--- src/rtl/psg_mixer_pkg.sv ---
// Shared types and constants for the PSG time-multiplexed stereo mixer.
package psg_mixer_pkg;

  typedef enum logic [1:0] {
    PAN_MUTE = 2'b00,
    PAN_L    = 2'b01,
    PAN_R    = 2'b10,
    PAN_BOTH = 2'b11
  } pan_t;

  typedef struct packed {
    pan_t       pan;
    logic [1:0] rsvd;
    logic [3:0] gain;
  } ch_cfg_t;

  typedef enum logic [1:0] {
    IDLE,
    ACCUM,
    DONE
  } mixer_state_t;

  localparam logic [3:0] STATUS_ADDR = 4'hF;
  localparam logic [3:0] PEAK_L_ADDR = 4'hD;
  localparam logic [3:0] PEAK_R_ADDR = 4'hE;

  // Legacy routing: channels of even PSGs go left, odd PSGs go right, full gain.
  function automatic ch_cfg_t reset_cfg(input int k);
    ch_cfg_t c;
    c.pan  = (((k / 3) % 2) == 0) ? PAN_L : PAN_R;
    c.rsvd = 2'b00;
    c.gain = 4'hF;
    return c;
  endfunction

endpackage

--- src/rtl/psg_tdm_mixer_if.sv ---
// Configuration bus between the card's I/O decode and the mixer register file.
interface psg_tdm_mixer_if;
  logic       cfg_we_i;
  logic [3:0] cfg_addr_i;
  logic [7:0] cfg_wdata_i;
  logic [7:0] cfg_rdata_o;

  modport master (output cfg_we_i, cfg_addr_i, cfg_wdata_i, input cfg_rdata_o);
  modport slave  (input cfg_we_i, cfg_addr_i, cfg_wdata_i, output cfg_rdata_o);
endinterface

--- src/rtl/psg_mixer_cfg_regs.sv ---
// Mixer register file: per-channel pan/gain, status/overrun and read mux.
// Peak-hold meters are built only when PSG_TDM_MIXER_PEAK_METER_EN is defined.
module psg_mixer_cfg_regs
  import psg_mixer_pkg::*;
#(
  parameter int NUM_CH    = 12,
  parameter int SUM_W     = 12,
  parameter int OUT_WIDTH = 12
) (
  input  logic                 clk,
  input  logic                 srst,
  psg_tdm_mixer_if.slave       cfg,
  input  logic                 busy_i,
  input  logic                 overrun_set_i,
  input  logic                 peak_upd_i,
  input  logic [SUM_W-1:0]     peak_l_i,
  input  logic [SUM_W-1:0]     peak_r_i,
  output ch_cfg_t [NUM_CH-1:0] ch_cfg_o,
  output logic                 overrun_o
);

  ch_cfg_t [NUM_CH-1:0] ch_cfg_q, ch_cfg_d;
  logic                 overrun_q, overrun_d;
  logic [7:0]           peak_l_rd, peak_r_rd;
  logic [1:0]           wdata_rsvd_unused;

  assign wdata_rsvd_unused = cfg.cfg_wdata_i[5:4];

  always_comb begin
    ch_cfg_d = ch_cfg_q;
    for (int k = 0; k < NUM_CH; k++) begin
      if (cfg.cfg_we_i && (cfg.cfg_addr_i == 4'(k))) begin
        ch_cfg_d[k].pan  = pan_t'(cfg.cfg_wdata_i[7:6]);
        ch_cfg_d[k].rsvd = 2'b00;
        ch_cfg_d[k].gain = cfg.cfg_wdata_i[3:0];
      end
    end
  end

  // Set is applied last so a new overrun is never lost to a same-cycle clear.
  always_comb begin
    overrun_d = overrun_q;
    if (cfg.cfg_we_i && (cfg.cfg_addr_i == STATUS_ADDR)) overrun_d = 1'b0;
    if (overrun_set_i) overrun_d = 1'b1;
  end

  always_ff @(posedge clk) begin
    if (srst) begin
      for (int k = 0; k < NUM_CH; k++) ch_cfg_q[k] <= reset_cfg(k);
      overrun_q <= 1'b0;
    end else begin
      ch_cfg_q  <= ch_cfg_d;
      overrun_q <= overrun_d;
    end
  end

`ifdef PSG_TDM_MIXER_PEAK_METER_EN
  logic [SUM_W-1:0] peak_l_q, peak_l_d, peak_r_q, peak_r_d;
  logic             clr_l, clr_r;

  // The I/O decode presents a peak address for a single cycle per CPU read.
  assign clr_l = (cfg.cfg_addr_i == PEAK_L_ADDR);
  assign clr_r = (cfg.cfg_addr_i == PEAK_R_ADDR);

  always_comb begin
    peak_l_d = clr_l ? '0 : peak_l_q;
    peak_r_d = clr_r ? '0 : peak_r_q;
    if (peak_upd_i) begin
      if (clr_l || (peak_l_i > peak_l_q)) peak_l_d = peak_l_i;
      if (clr_r || (peak_r_i > peak_r_q)) peak_r_d = peak_r_i;
    end
  end

  always_ff @(posedge clk) begin
    if (srst) begin
      peak_l_q <= '0;
      peak_r_q <= '0;
    end else begin
      peak_l_q <= peak_l_d;
      peak_r_q <= peak_r_d;
    end
  end

  assign peak_l_rd = 8'(peak_l_q >> (OUT_WIDTH - 8));
  assign peak_r_rd = 8'(peak_r_q >> (OUT_WIDTH - 8));
`else
  logic peak_unused;
  assign peak_unused = ^{peak_upd_i, peak_l_i, peak_r_i};
  assign peak_l_rd   = 8'h00;
  assign peak_r_rd   = 8'h00;
`endif

  always_comb begin
    cfg.cfg_rdata_o = 8'h00;
    for (int k = 0; k < NUM_CH; k++) begin
      if (cfg.cfg_addr_i == 4'(k)) cfg.cfg_rdata_o = ch_cfg_q[k];
    end
    if (cfg.cfg_addr_i == STATUS_ADDR) cfg.cfg_rdata_o = {6'b0, busy_i, overrun_q};
    if (cfg.cfg_addr_i == PEAK_L_ADDR) cfg.cfg_rdata_o = peak_l_rd;
    if (cfg.cfg_addr_i == PEAK_R_ADDR) cfg.cfg_rdata_o = peak_r_rd;
  end

  assign ch_cfg_o  = ch_cfg_q;
  assign overrun_o = overrun_q;

endmodule

--- src/rtl/psg_tdm_mixer.sv ---
// Time-multiplexed stereo mixer for NUM_PSG YM2149s: one channel per clock into L/R accumulators.
// Define PSG_TDM_MIXER_PEAK_METER_EN to add peak-hold meters at addresses 0xD/0xE.
module psg_tdm_mixer
  import psg_mixer_pkg::*;
#(
  parameter int NUM_PSG    = 4,
  parameter int CH_WIDTH   = 8,
  parameter int GAIN_WIDTH = 4,
  parameter int OUT_WIDTH  = 12
) (
  input  logic                            clk_logic,
  input  logic                            system_reset,
  input  logic                            sample_strobe_i,
  input  logic [3*NUM_PSG*CH_WIDTH-1:0]   ch_level_i,
  psg_tdm_mixer_if.slave                  cfg,
  output logic [OUT_WIDTH-1:0]            audio_l_o,
  output logic [OUT_WIDTH-1:0]            audio_r_o,
  output logic                            sample_valid_o,
  output logic                            busy_o,
  output logic                            overrun_o
);

  localparam int NUM_CH = 3 * NUM_PSG;
  localparam int IDX_W  = $clog2(NUM_CH);
  localparam int ACC_W  = CH_WIDTH + GAIN_WIDTH + IDX_W;
  localparam int SUM_W  = ACC_W - GAIN_WIDTH;

  mixer_state_t                 state_q, state_d;
  logic [IDX_W-1:0]             idx_q, idx_d;
  logic [NUM_CH*CH_WIDTH-1:0]   snap_q, snap_d;
  logic [ACC_W-1:0]             acc_l_q, acc_l_d, acc_r_q, acc_r_d;
  logic [OUT_WIDTH-1:0]         audio_l_q, audio_l_d, audio_r_q, audio_r_d;
  logic                         valid_q, valid_d;

  ch_cfg_t [NUM_CH-1:0]         ch_cfg;
  ch_cfg_t                      cur_cfg;
  logic [1:0]                   cur_rsvd_unused;
  logic [CH_WIDTH-1:0]          cur_level;
  logic [ACC_W-1:0]             term;
  logic [SUM_W-1:0]             sum_l, sum_r;
  logic                         busy, overrun_set;

  function automatic logic [OUT_WIDTH-1:0] sat(input logic [SUM_W-1:0] s);
    logic [SUM_W+OUT_WIDTH-1:0] wide;
    wide = (SUM_W + OUT_WIDTH)'(s);
    if (wide > (SUM_W + OUT_WIDTH)'({OUT_WIDTH{1'b1}})) return '1;
    return OUT_WIDTH'(s);
  endfunction

  // Levels come from the snapshot; pan/gain are read live so mid-mix writes hit pending channels.
  assign cur_cfg         = ch_cfg[idx_q];
  assign cur_rsvd_unused = cur_cfg.rsvd;
  assign cur_level       = snap_q[idx_q*CH_WIDTH +: CH_WIDTH];
  assign term            = ACC_W'(cur_level) * ACC_W'(cur_cfg.gain);
  assign sum_l           = acc_l_q[ACC_W-1:GAIN_WIDTH];
  assign sum_r           = acc_r_q[ACC_W-1:GAIN_WIDTH];

  assign busy        = (state_q != IDLE) || valid_q;
  assign overrun_set = sample_strobe_i && busy;

  always_comb begin
    state_d   = state_q;
    idx_d     = idx_q;
    snap_d    = snap_q;
    acc_l_d   = acc_l_q;
    acc_r_d   = acc_r_q;
    audio_l_d = audio_l_q;
    audio_r_d = audio_r_q;
    valid_d   = 1'b0;
    case (state_q)
      IDLE: begin
        if (sample_strobe_i && !valid_q) begin
          snap_d  = ch_level_i;
          acc_l_d = '0;
          acc_r_d = '0;
          idx_d   = '0;
          state_d = ACCUM;
        end
      end
      ACCUM: begin
        if (cur_cfg.pan[0]) acc_l_d = acc_l_q + term;
        if (cur_cfg.pan[1]) acc_r_d = acc_r_q + term;
        if (idx_q == IDX_W'(NUM_CH - 1)) state_d = DONE;
        else                             idx_d   = idx_q + 1'b1;
      end
      DONE: begin
        audio_l_d = sat(sum_l);
        audio_r_d = sat(sum_r);
        valid_d   = 1'b1;
        state_d   = IDLE;
      end
      default: state_d = IDLE;
    endcase
  end

  always_ff @(posedge clk_logic) begin
    if (system_reset) begin
      state_q   <= IDLE;
      idx_q     <= '0;
      snap_q    <= '0;
      acc_l_q   <= '0;
      acc_r_q   <= '0;
      audio_l_q <= '0;
      audio_r_q <= '0;
      valid_q   <= 1'b0;
    end else begin
      state_q   <= state_d;
      idx_q     <= idx_d;
      snap_q    <= snap_d;
      acc_l_q   <= acc_l_d;
      acc_r_q   <= acc_r_d;
      audio_l_q <= audio_l_d;
      audio_r_q <= audio_r_d;
      valid_q   <= valid_d;
    end
  end

  psg_mixer_cfg_regs #(
    .NUM_CH    (NUM_CH),
    .SUM_W     (SUM_W),
    .OUT_WIDTH (OUT_WIDTH)
  ) u_cfg_regs (
    .clk           (clk_logic),
    .srst          (system_reset),
    .cfg           (cfg),
    .busy_i        (busy),
    .overrun_set_i (overrun_set),
    .peak_upd_i    (state_q == DONE),
    .peak_l_i      (sum_l),
    .peak_r_i      (sum_r),
    .ch_cfg_o      (ch_cfg),
    .overrun_o     (overrun_o)
  );

  assign audio_l_o      = audio_l_q;
  assign audio_r_o      = audio_r_q;
  assign sample_valid_o = valid_q;
  assign busy_o         = busy;

endmodule

--- src/flat_wrapper.sv ---
// flat-port wrapper written by rule: the top's interface ports become plain ports
module psg_tdm_mixer_flat import psg_mixer_pkg::*;
#(
  parameter int NUM_PSG    = 4,
  parameter int CH_WIDTH   = 8,
  parameter int GAIN_WIDTH = 4,
  parameter int OUT_WIDTH  = 12
)
  (clk_logic, system_reset, sample_strobe_i, ch_level_i, audio_l_o, audio_r_o, sample_valid_o, busy_o, overrun_o, cfg_cfg_we_i, cfg_cfg_addr_i, cfg_cfg_wdata_i, cfg_cfg_rdata_o);
  psg_tdm_mixer_if cfg_i ();
  input  logic clk_logic;
  input  logic system_reset;
  input  logic sample_strobe_i;
  input  logic [3*NUM_PSG*CH_WIDTH-1:0] ch_level_i;
  output logic [OUT_WIDTH-1:0] audio_l_o;
  output logic [OUT_WIDTH-1:0] audio_r_o;
  output logic sample_valid_o;
  output logic busy_o;
  output logic overrun_o;
  input wire logic [$bits(cfg_i.cfg_we_i)-1:0] cfg_cfg_we_i;
  input wire logic [$bits(cfg_i.cfg_addr_i)-1:0] cfg_cfg_addr_i;
  input wire logic [$bits(cfg_i.cfg_wdata_i)-1:0] cfg_cfg_wdata_i;
  output wire logic [$bits(cfg_i.cfg_rdata_o)-1:0] cfg_cfg_rdata_o;
  assign cfg_i.cfg_we_i = cfg_cfg_we_i;
  assign cfg_i.cfg_addr_i = cfg_cfg_addr_i;
  assign cfg_i.cfg_wdata_i = cfg_cfg_wdata_i;
  assign cfg_cfg_rdata_o = cfg_i.cfg_rdata_o;
  psg_tdm_mixer #(.NUM_PSG(NUM_PSG), .CH_WIDTH(CH_WIDTH), .GAIN_WIDTH(GAIN_WIDTH), .OUT_WIDTH(OUT_WIDTH)) u_core (.clk_logic(clk_logic), .system_reset(system_reset), .sample_strobe_i(sample_strobe_i), .ch_level_i(ch_level_i), .cfg(cfg_i), .audio_l_o(audio_l_o), .audio_r_o(audio_r_o), .sample_valid_o(sample_valid_o), .busy_o(busy_o), .overrun_o(overrun_o));
endmodule
--- config.mk ---
export PLATFORM = sky130hd
export DESIGN_NAME = psg_tdm_mixer_flat
export DESIGN_NICKNAME = d
export VERILOG_FILES = /design/src/rtl/psg_mixer_pkg.sv /design/src/rtl/psg_tdm_mixer_if.sv /design/src/rtl/psg_mixer_cfg_regs.sv /design/src/rtl/psg_tdm_mixer.sv /design/src/flat_wrapper.sv
export SDC_FILE = /design/constraint.sdc
export NUM_CORES = 1
export LEC_CHECK = 0
export BUFFER_PORTS_ARGS = -buffer_cell sky130_fd_sc_hd__buf_2
export CORE_AREA = 2 2 159 161
export CTS_CLUSTER_DIAMETER = 50
export DETAILED_ROUTE_END_ITERATION = 10
export DIE_AREA = 0 0 161 163
export GPL_TIMING_DRIVEN = 0
export PLACE_DENSITY = 0.84
export SLEW_MARGIN = 20
export SYNTH_ARGS = -nofsm -noshare
export SYNTH_HDL_FRONTEND = slang
export SYNTH_SLANG_ARGS = --single-unit
--- constraint.sdc ---
create_clock -name clk_logic -period 5 [get_ports clk_logic]
set_input_delay 0.75 -clock clk_logic [delete_from_list [all_inputs] [get_ports clk_logic]]
set_output_delay 0.75 -clock clk_logic [all_outputs]
set_load 0.02 [all_outputs]
==> results.md <==
- Status: complete, but fails checks
- Violated checks: setup timing
- Worst R2R Setup Slack: -600 ps
- Final Hold Vio Count: 0
- First-pass GRT wire length: between 60 and 70 mm
- Async set-or-reset flop fraction in the synthesized netlist: 0%
- Starting DRT DRC Count: 1,242
- Period utilization: 112%
- Startpoint types: flip-flop
- Clock transition at path regs: ~60 ps
- Number of synthesized flops with an enable pin: 0
- Vias in the first global route: 12,001
- Switching portion of total power: just under 30%
- DR WL/cell: 19.9 microns
- Setup WS post-layout: -601 ps
- Syn Inst Count: about 1,500
- Setup Crit Path Kind: reg -> reg
- Nets: between 1,500 and 2,000
- Tot Pwr: about 5.3 mW
- Clock sink count: roughly 230
- Share of the yosys chip area belonging to registers: 37.1%
- M1 WL: around 15 mm
- Final Cell Area: around 0.016 sq mm
- Internal: 3.70 mW
- MaxCap Viol Count: 0
- Power Dens Cells: 335 mW/mm^2
- Post-route ant nets: 0
- Worst setup EP type: flip-flop
- Psw: between 1.5 and 2 mW
- Slew @ Worst Pin: just under 900 ps
- Final HPWL DP: ~26 mm
- Synthesized area per cell: 8.51 sq um
- Via density: about 6
- Total Wirelength: between 40 and 50 mm
- CTS Buf Count: 26
- Largest net degree at the start of global routing: 14
- Gr usage total: around 29%
- IO Count: ~150
- Comb power frac: between 20 and 30%
- Die Wd: 161 microns
- CTS tree: built
- Skew final: about 11 ps
- Final setup fails: 17
- Layout cell share with drive strength beyond 1: around 28%
- WHS: between 400 and 500 ps
- Die area: about 0.026 sq mm
- Peak Freq: 179 MHz
- Dpl cells: 1,941
- Hold/Removal Path Class: in -> reg
- Flop pwr share: a little under two fifths
- Post-route insts no fill: roughly 2,000
- Starting Density: about half
- RD Place Congestion: a little under 1
- Port Buffers: 140
- H-tree Lvls: 1
- Post-Syn Area: 0.0125 sq mm
- Met3 wire len: 4.15 mm
- Core Area: between 0.02 and 0.025 sq mm
- Cell variety after synth: 70
- Main flop type after synthesis: dfxtp_1
- Max IR drop VDD: 228 uV
- Max Used Layer: met4
- Post-synthesis register bit count: 232
- # rows: between 50 and 60
- Via count: 12,559
- Clock power frac: between 30 and 40%
- Metal2 WL: about 19 mm
- Synth Warn #: 0
- GR Overflow Total: 0
- Pre-CTS setup slack: -821 ps
- Die height: 163 microns
- TNS Setup: -7520 ps
- DRC Markers: 0
- Initial antenna violation count: 2
- CTS max path bufs: 3
- Worst skew pair latency: 540 ps
- Util after Layout: a little under two thirds
- CP max stage delay: 510 ps
- Synthesis-to-layout area growth: 25.5%
- Crit Path Max Fanout: 8
- Slowest stage cell, crit path: mux4_2
- Final worst path period need: ~5600 ps
- Area after DPL: about 0.014 sq mm
- Slew margin rel.: 41.3%
- Initial DRT Pass Iterations: 7
- P_leak: around 6.2 nW
- Unrepaired setup endpoints after global routing: true
- Slew Limit Fails: 0
- CP required: ~5400 ps
- Worst path arrival time: 6020 ps
- Root Buffer: clkbuf_16
==> path summary, 6_finish.rpt <==
path	from	to	depth (start not counted)
max	u_core.idx_q[0]	u_core.acc_r_q[12]	26
min	ch_level_i[89]	u_core.snap_q[89]	3
max reg2reg	u_core.idx_q[0]	u_core.acc_r_q[12]	26
min reg2reg	u_core.audio_r_o[7]	u_core.audio_r_o[7]	2
==> state kept, by name, summed over array words and instances (netlist names) <==
register,flops
u_core.u_cfg_regs.overrun_o,1
u_core.audio_l_o,12
u_core.u_cfg_regs.ch_cfg_o,72
u_core.snap_q,96
u_core.audio_r_o,12
u_core.state_q,2
u_core.acc_r_q,16
u_core.sample_valid_o,1
u_core.acc_l_q,16
u_core.idx_q,4
==> what timing repair did <==
action	CTS	global route
pin swaps	46	54
gates resized for setup	74	69
setup buffers	34	21
hold endpoints to repair	0	0
gates cloned	1	0
setup endpoints to repair	20	20
hold buffers	0	0
==> layer usage <==
layer | vias to the layer above | GRT usage (%)
met5 | - | 0
met1 | 5902 | 35.8
li1 | 5544 | -
met2 | 909 | 48.0
met4 | 0 | 14.0
met3 | 204 | 5.22
==> synth_stat cells (20+ instances only) <==
cell type	n	share of area [%]
a21oi_1	177	7.1
buf_2	25	1.0
clkbuf_1	57	1.7
dfxtp_1	232	37
ha_1	41	4.1
inv_1	33	0.99
mux2i_1	67	5.4
mux4_2	45	8.1
nand2_1	393	12
nand3_1	20	0.80
nor2_1	80	2.4
o21ai_0	46	1.8
==> cell usage in the layout (no fill, tap or decap), types with 32 or more instances in the layout <==
cell type and n:
o21ai_0 32, a21oi_1 157, buf_4 52, a21oi_2 32
clkbuf_1 59, nor2_1 75, mux2i_1 67, mux4_2 45
buf_2 159, dfxtp_1 230, nand2_1 384
==> critical path: cells and delay by family, from the launching register on <==
kind | cells | cell delay (ps)
and+or+nand+nor | 5 | 820
xor gates and xnor gates | 1 | 140
buffers and inverters | 8 | 950
adders and majority gates | 4 | 1400
muxes | 1 | 510
AOI/OAI and AO/OA | 7 | 1320
DFF | 1 | 360
==> power by group through the flow <==
stage          registers (mW)  logic, mW  clock network, mW
6_report                 1.96       1.32               1.98
5_1_grt                  1.97       1.40               2.06
4_1_cts                  1.96       1.05               1.97
3_5_place_dp             2.00      0.907                  0
3_3_place_gp             2.00      0.876                  0
2_1_floorplan            1.98      0.673                  0
==> final cells by class <==
type / count / area (sq um)
clock inverters: 10 / 136
clock buffers: 35 / 746
diodes: 1 / 2.50
repair buffers: 194 / 1160
well taps: 330 / 413
multi-input cells: 1106 / 7890
inverters: 35 / 135
plain buffers: 98 / 568
fillers: 1902 / 8980
flip-flops and latches: 232 / 4650
==> cells by family (layout without fill, tap and decap cells) <==
family / Yosys count / in the layout / share of synthesized area [%]
AO/OA/AOI/OAI: 331 / 331 / 16.3
XOR/XNOR: 16 / 16 / 1.12
adder cells (fa/ha/maj): 55 / 55 / 6.34
buffers and inverters: 133 / 372 / 4.84
flip-flops: 232 / 232 / 37.1
multiplexers: 118 / 118 / 14.2
other: 1 / 3 / 0.0300
AND/OR/NAND/NOR: 584 / 584 / 20.0
(Power assumes the default switching activity.)
